### src/rtl/sfifo_flags_if.sv
// Bundle of the write side, read side and status signals of the single-clock FIFO.
// The master side drives requests and data. The slave side is the FIFO itself.
interface sfifo_flags_if #(
  parameter int DATA_WIDTH    = 8,
  parameter int ADDRESS_WIDTH = 4
);
  logic [DATA_WIDTH-1:0]  data_in;
  logic                   wr_en;
  logic                   full;
  logic                   almost_full;
  logic [DATA_WIDTH-1:0]  data_out;
  logic                   rd_en;
  logic                   empty;
  logic                   almost_empty;
  logic [ADDRESS_WIDTH:0] count;
  logic                   flush;
  logic                   overflow;
  logic                   underflow;

  modport master (
    output data_in, wr_en, rd_en, flush,
    input  full, almost_full, data_out, empty, almost_empty, count, overflow, underflow
  );

  modport slave (
    input  data_in, wr_en, rd_en, flush,
    output full, almost_full, data_out, empty, almost_empty, count, overflow, underflow
  );
endinterface

### src/rtl/sfifo_flags.sv
// Single-clock FIFO with occupancy count, programmable almost flags, sticky error flags,
// synchronous flush and a selectable standard or first-word-fall-through read port.
module sfifo_flags #(
  parameter int DATA_WIDTH    = 8,
  parameter int ADDRESS_WIDTH = 4,
  parameter int FWFT          = 0,
  parameter int AF_THRESH     = (1 << ADDRESS_WIDTH) - 2,
  parameter int AE_THRESH     = 2
) (
  input logic          clk,
  input logic          rst_n,
  sfifo_flags_if.slave fifo
);

  localparam int FIFO_DEPTH = 1 << ADDRESS_WIDTH;

  localparam logic [ADDRESS_WIDTH:0]   DEPTH_C = (ADDRESS_WIDTH+1)'(FIFO_DEPTH);
  localparam logic [ADDRESS_WIDTH:0]   AF_C    = (ADDRESS_WIDTH+1)'(AF_THRESH);
  localparam logic [ADDRESS_WIDTH:0]   AE_C    = (ADDRESS_WIDTH+1)'(AE_THRESH);
  localparam logic [ADDRESS_WIDTH:0]   CNT_ONE = (ADDRESS_WIDTH+1)'(1);
  localparam logic [ADDRESS_WIDTH-1:0] PTR_ONE = ADDRESS_WIDTH'(1);

  logic [DATA_WIDTH-1:0]    mem [FIFO_DEPTH];
  logic [ADDRESS_WIDTH-1:0] wr_ptr;
  logic [ADDRESS_WIDTH-1:0] rd_ptr;
  logic [ADDRESS_WIDTH:0]   cnt;
  logic [ADDRESS_WIDTH:0]   cnt_nxt;
  logic                     full_r;
  logic                     afull_r;
  logic                     empty_r;
  logic                     aempty_r;
  logic                     ovf_r;
  logic                     udf_r;
  logic                     wr_acc;
  logic                     rd_acc;

  function automatic logic full_of(input logic [ADDRESS_WIDTH:0] c);
    return c == DEPTH_C;
  endfunction

  function automatic logic afull_of(input logic [ADDRESS_WIDTH:0] c);
    return c >= AF_C;
  endfunction

  function automatic logic empty_of(input logic [ADDRESS_WIDTH:0] c);
    return c == '0;
  endfunction

  function automatic logic aempty_of(input logic [ADDRESS_WIDTH:0] c);
    return c <= AE_C;
  endfunction

  // Acceptance uses only the registered flags. A flush discards both requests.
  always_comb begin
    wr_acc  = fifo.wr_en & ~full_r  & ~fifo.flush;
    rd_acc  = fifo.rd_en & ~empty_r & ~fifo.flush;
    cnt_nxt = cnt;
    if (fifo.flush) begin
      cnt_nxt = '0;
    end else if (wr_acc && !rd_acc) begin
      cnt_nxt = cnt + CNT_ONE;
    end else if (rd_acc && !wr_acc) begin
      cnt_nxt = cnt - CNT_ONE;
    end
  end

  // Flags are derived from the next count, so they always agree with count.
  always_ff @(posedge clk or negedge rst_n) begin
    if (!rst_n) begin
      wr_ptr   <= '0;
      rd_ptr   <= '0;
      cnt      <= '0;
      full_r   <= full_of('0);
      afull_r  <= afull_of('0);
      empty_r  <= empty_of('0);
      aempty_r <= aempty_of('0);
      ovf_r    <= 1'b0;
      udf_r    <= 1'b0;
    end else begin
      cnt      <= cnt_nxt;
      full_r   <= full_of(cnt_nxt);
      afull_r  <= afull_of(cnt_nxt);
      empty_r  <= empty_of(cnt_nxt);
      aempty_r <= aempty_of(cnt_nxt);
      if (fifo.flush) begin
        wr_ptr <= '0;
        rd_ptr <= '0;
        ovf_r  <= 1'b0;
        udf_r  <= 1'b0;
      end else begin
        if (wr_acc) wr_ptr <= wr_ptr + PTR_ONE;
        if (rd_acc) rd_ptr <= rd_ptr + PTR_ONE;
        if (fifo.wr_en && full_r)  ovf_r <= 1'b1;
        if (fifo.rd_en && empty_r) udf_r <= 1'b1;
      end
    end
  end

  // Storage holds no reset state, so it maps onto plain dual-port RAM.
  always_ff @(posedge clk) begin
    if (wr_acc) mem[wr_ptr] <= fifo.data_in;
  end

  generate
    if (FWFT != 0) begin : g_fwft
      // Because empty is registered, a word written into an empty FIFO is seen only after the edge.
      assign fifo.data_out = empty_r ? '0 : mem[rd_ptr];
    end else begin : g_std
      logic [DATA_WIDTH-1:0] dout_r;

      always_ff @(posedge clk or negedge rst_n) begin
        if (!rst_n) begin
          dout_r <= '0;
        end else if (fifo.flush) begin
          dout_r <= '0;
        end else if (rd_acc) begin
          dout_r <= mem[rd_ptr];
        end
      end

      assign fifo.data_out = dout_r;
    end
  endgenerate

  assign fifo.count        = cnt;
  assign fifo.full         = full_r;
  assign fifo.almost_full  = afull_r;
  assign fifo.empty        = empty_r;
  assign fifo.almost_empty = aempty_r;
  assign fifo.overflow     = ovf_r;
  assign fifo.underflow    = udf_r;

endmodule
### src/flat_wrapper.sv
// flat-port wrapper written by rule: the top's interface ports become plain ports
module sfifo_flags_flat 
#(
  parameter int DATA_WIDTH    = 8,
  parameter int ADDRESS_WIDTH = 4,
  parameter int FWFT          = 0,
  parameter int AF_THRESH     = (1 << ADDRESS_WIDTH) - 2,
  parameter int AE_THRESH     = 2
)
  (clk, rst_n, fifo_data_in, fifo_wr_en, fifo_rd_en, fifo_flush, fifo_full, fifo_almost_full, fifo_data_out, fifo_empty, fifo_almost_empty, fifo_count, fifo_overflow, fifo_underflow);
  sfifo_flags_if #(.DATA_WIDTH(DATA_WIDTH), .ADDRESS_WIDTH(ADDRESS_WIDTH)) fifo_i ();
  input logic clk;
  input logic rst_n;
  input wire logic [$bits(fifo_i.data_in)-1:0] fifo_data_in;
  input wire logic [$bits(fifo_i.wr_en)-1:0] fifo_wr_en;
  input wire logic [$bits(fifo_i.rd_en)-1:0] fifo_rd_en;
  input wire logic [$bits(fifo_i.flush)-1:0] fifo_flush;
  output wire logic [$bits(fifo_i.full)-1:0] fifo_full;
  output wire logic [$bits(fifo_i.almost_full)-1:0] fifo_almost_full;
  output wire logic [$bits(fifo_i.data_out)-1:0] fifo_data_out;
  output wire logic [$bits(fifo_i.empty)-1:0] fifo_empty;
  output wire logic [$bits(fifo_i.almost_empty)-1:0] fifo_almost_empty;
  output wire logic [$bits(fifo_i.count)-1:0] fifo_count;
  output wire logic [$bits(fifo_i.overflow)-1:0] fifo_overflow;
  output wire logic [$bits(fifo_i.underflow)-1:0] fifo_underflow;
  assign fifo_i.data_in = fifo_data_in;
  assign fifo_i.wr_en = fifo_wr_en;
  assign fifo_i.rd_en = fifo_rd_en;
  assign fifo_i.flush = fifo_flush;
  assign fifo_full = fifo_i.full;
  assign fifo_almost_full = fifo_i.almost_full;
  assign fifo_data_out = fifo_i.data_out;
  assign fifo_empty = fifo_i.empty;
  assign fifo_almost_empty = fifo_i.almost_empty;
  assign fifo_count = fifo_i.count;
  assign fifo_overflow = fifo_i.overflow;
  assign fifo_underflow = fifo_i.underflow;
  sfifo_flags #(.DATA_WIDTH(DATA_WIDTH), .ADDRESS_WIDTH(ADDRESS_WIDTH), .FWFT(FWFT), .AF_THRESH(AF_THRESH), .AE_THRESH(AE_THRESH)) u_core (.clk(clk), .rst_n(rst_n), .fifo(fifo_i));
endmodule
### config.mk
export PLATFORM = sky130hd
export DESIGN_NAME = sfifo_flags_flat
export DESIGN_NICKNAME = d
export VERILOG_FILES = /design/src/rtl/sfifo_flags_if.sv /design/src/rtl/sfifo_flags.sv /design/src/flat_wrapper.sv
export SDC_FILE = /design/constraint.sdc
export NUM_CORES = 1
export LEC_CHECK = 0
export CAP_MARGIN = 10
export CORE_ASPECT_RATIO = 0.75
export CORE_MARGIN = 4
export CORE_UTILIZATION = 49
export DETAILED_ROUTE_END_ITERATION = 8
export DONT_BUFFER_PORTS = 1
export PLACE_DENSITY = 0.69
export SLEW_MARGIN = 30
export SYNTH_ARGS = -nofsm -noshare
export SYNTH_HDL_FRONTEND = slang
export SYNTH_SLANG_ARGS = --single-unit
### constraint.sdc
create_clock -name clk -period 3.1 [get_ports clk]
set_input_delay 0.62 -clock clk [delete_from_list [all_inputs] [get_ports clk]]
set_output_delay 0.62 -clock clk [all_outputs]
set_load 0.01 [all_outputs]
==> key figures <==
Global routing
  – Global Route Usage Sum: between 10% and 20%
  – Global-route wire length before repair: 20190 µm
  – GRT overflow: 0
  – Vias in the first global route: approximately 3400
  – Largest net degree at the start of global routing: 36
  – Initial antenna violation count: 0

Synthesis
  – Seq/Total Area, Yosys: approximately 70%
  – Yosys warns: 0
  – Post-synth top area share: around 60%
  – Count of different cell masters after synthesis: 41
  – Cell Area, Synth: ~6300 µm²
  – Post-Syn Instances: ~350
  – Synth Register Bits: 155
  – Syn Area/Cell: about 18 µm²
  – Post-synth top area cell: edfxtp_1
  – Mapped Nets: between 300 and 400
  – Cells taking the most area after synthesis: edfxtp_1 61%, dfrtp_1 10%, mux4_2 9.7%, mux4_1 2.1%, nor2_1 2.0%

Timing
  – Fin. max-slew vios: 0
  – Fmax: ~0.44 GHz
  – Final setup violation count: 0
  – Fin Setup TNS: 0 ns
  – Worst Skew: 0.005827 ns
  – Crit share post-route: between 70 and 80%
  – Relative slew margins: 46.70%
  – RSZ-0062 raised after global routing: no
  – Fin crit period: approximately 2.3 ns
  – Fin. Hold Viols: 0
  – Worst slew pin tran: 0.7979 ns
  – Fin Hold WS: between 0.02 and 0.03 ns

Power and ir drop
  – PD cells: between 700 and 800 nW/µm²
  – Pleak: between 2 and 2.5 nW
  – Peak VDD IR: about 500 µV
  – Overall Power: 5.121 mW

CTS
  – Root Driver: clkbuf_16
  – CTS clock-pin slew for the worst setup and hold paths: ~0.06 ns
  – Cts hold-fix bufs: 1
  – Post-CTS Setup Bufs: 0
  – CTS resizes: 0
  – Max H-tree Level: 4
  – Clk_lat worst skew: around 0.4 ns
  – Clock buffer depth: 2
  – CTS tree: built
  – CTS Sinks: 155
  – CTS Buf Count: 17

Final layout
  – Non-Filler Instances: approximately 550
  – Area Growth Syn to Fin: 13.59%
  – Util after Layout: 57.55%
  – Filler Cell Count: 920
  – Ant diodes: 0
  – Layout cells sized above 1: 23.97%
  – Nets: 395

Placement
  – Dpl hpwl: between 8000 and 9000 µm
  – I/O Buffers: 0
  – Post-placement cell count: roughly 520
  – Placer Congestion: about 0.83

Drt
  – Wire per inst: about 23 µm
  – DR vias/cell: approximately 5.8
  – Via Count: approximately 3200
  – First drt pass iteration count: 4
  – Final WL: ~13000 µm
  – Post-route ant nets: 0
  – DR iter-0 viols: around 330
  – DRC violations left: 0

Worst setup path
  – Critical Path RT: 3.40 ns
  – WP data arrival: approximately 2.6 ns
  – CP Launch Type: flip-flop
  – Setup CP Type: flip-flop to flip-flop
  – Critical Path Fanout Max: 18
  – CP Capture Type: flip-flop

Floorplan
  – Full die area: roughly 15000 µm²
  – Core Region: roughly 12000 µm²
  – Initial Utilization: 50.66%
  – Die Wd: around 140 µm
  – Number of placed I/O pins: 32
  – Die height: approximately 110 µm
  – Num rows: 35

Run status
  – Outcome: finished, final reports clean

Hold path
  – Hold Crit Class: input port to asynchronous set/reset pin

Flow run
  – Max cap viols: 0
## cell usage after synthesis
cell type,number
nand2_2,1
buf_6,2
xor2_1,4
a2bb2oi_1,1
dfstp_2,2
dfrtp_1,25
a21oi_1,20
buf_2,7
nor4_2,2
and2_1,1
buf_4,2
and3_1,1
nor3b_4,1
inv_1,5
mux4_1,5
and4_1,1
nor2_1,34
clkbuf_2,1
xnor2_1,4
nor3b_2,1
a31o_2,1
o21ai_1,1
ha_1,7
a211oi_1,2
nor2b_1,5
o21ai_0,3
clkbuf_1,6
edfxtp_1,128
nand2_1,12
a311oi_2,1
nor3_1,9
nand4_1,2
buf_1,2
mux4_2,27
a2111oi_2,1
a22oi_1,16
buf_12,1
nor4b_2,1
mux2_4,1
nand2b_1,4
nand3_1,2
## cell families (layout without fill, tap and decap cells)
kind of cell               count (synthesis)  count (layout)  synth area share, %
muxes                                     33              33                12.02
adders and majority gates                  7               7                1.395
buffers and inverters                     26              62                2.331
xor gates and xnor gates                   8               8                1.116
and+or+nand+nor                           77              77                6.297
AOI/OAI and AO/OA                         46              46                4.822
DFF                                      155             155                72.02
## report_power, final
| group | switching (mW) | total [mW] | internal [mW] |
|---|---|---|---|
| clock | 0.757 | 1.96 | 1.20 |
| sequential | 0.133 | 2.48 | 2.35 |
| combinational | 0.346 | 0.677 | 0.332 |
## routing by layer
layer / GRT usage [%] / vias to the layer above / routed length [µm]
met5: 0 / - / 0
met4: 4.260 / 0 / 77
met3: 6.520 / 8 / 1292
met2: 26.67 / 130 / 5965
met1: 27.52 / 1648 / 5550
li1: - / 1429 / -
## stage by stage
stage,instance area (µm²),worst slack [ns]
2_1_floorplan,6279,0.9512
3_3_place_gp,6540,0.7951
3_5_place_dp,6540,0.7883
4_1_cts,7132,0.7854
5_1_grt,7132,0.6661
6_report,7132,0.8305
## path summary, 6_finish.rpt
| kind | startpoint | to | slack (ns) | cells after the start |
|---|---|---|---|---|
| min reg2reg | u_core.fifo.overflow | u_core.fifo.overflow | 0.56 | 2 |
| min | rst_n | u_core.fifo.count[1] | 0.03 | 1 |
| max in group asynchronous | rst_n | u_core.rd_ptr[0] | 2.90 | 1 |
| max reg2reg | u_core.rd_ptr[0] | u_core.fifo.data_out[6] | 0.83 | 6 |
| max | u_core.rd_ptr[0] | u_core.fifo.data_out[6] | 0.83 | 6 |
| min in group clk | fifo_flush | u_core.wr_ptr[0] | 0.27 | 1 |
## cell usage in the layout (no fill, tap or decap), drive strengths merged, types with 4 or more instances in the layout
cell and n:
a21oi 20, a22oi 16, buf 25, clkbuf 27
clkinv 4, dfrtp 25, edfxtp 128, ha 7
inv 6, mux4 32, nand2 13, nand2b 4
nor2 34, nor2b 5, nor3 9, o21ai 4
xnor2 4, xor2 4
## sequential cells by signal, indices dropped and copies added, names as in the netlist
name / cells
u_core.rd_ptr: 4
u_core.fifo.almost_empty: 1
u_core.fifo.count: 5
u_core.mem: 128
u_core.wr_ptr: 4
u_core.fifo.almost_full: 1
u_core.fifo.data_out: 8
u_core.fifo.underflow: 1
u_core.fifo.full: 1
u_core.fifo.empty: 1
u_core.fifo.overflow: 1
## cell type report
type / count / area (µm²) / area share [%]
repair buffers: 25 / 200.2 / 2.807
well taps: 166 / 207.7 / 2.912
flip-flops and latches: 155 / 4523 / 63.42
multi-input cells: 171 / 1610 / 22.58
clock inverters: 5 / 26.28 / 0.3684
inverters: 5 / 18.77 / 0.2632
clock buffers: 27 / 545.5 / 7.649
## critical path, cell delays in order, from the launching register on
cell and delay (ns):
dfrtp_2 0.57, buf_4 0.40, mux4_1 0.64, a22oi_1 0.26
a21oi_1 0.12, a21oi_1 0.12, nor2_1 0.05
Note: power is estimated with default switching activity, not from simulation.
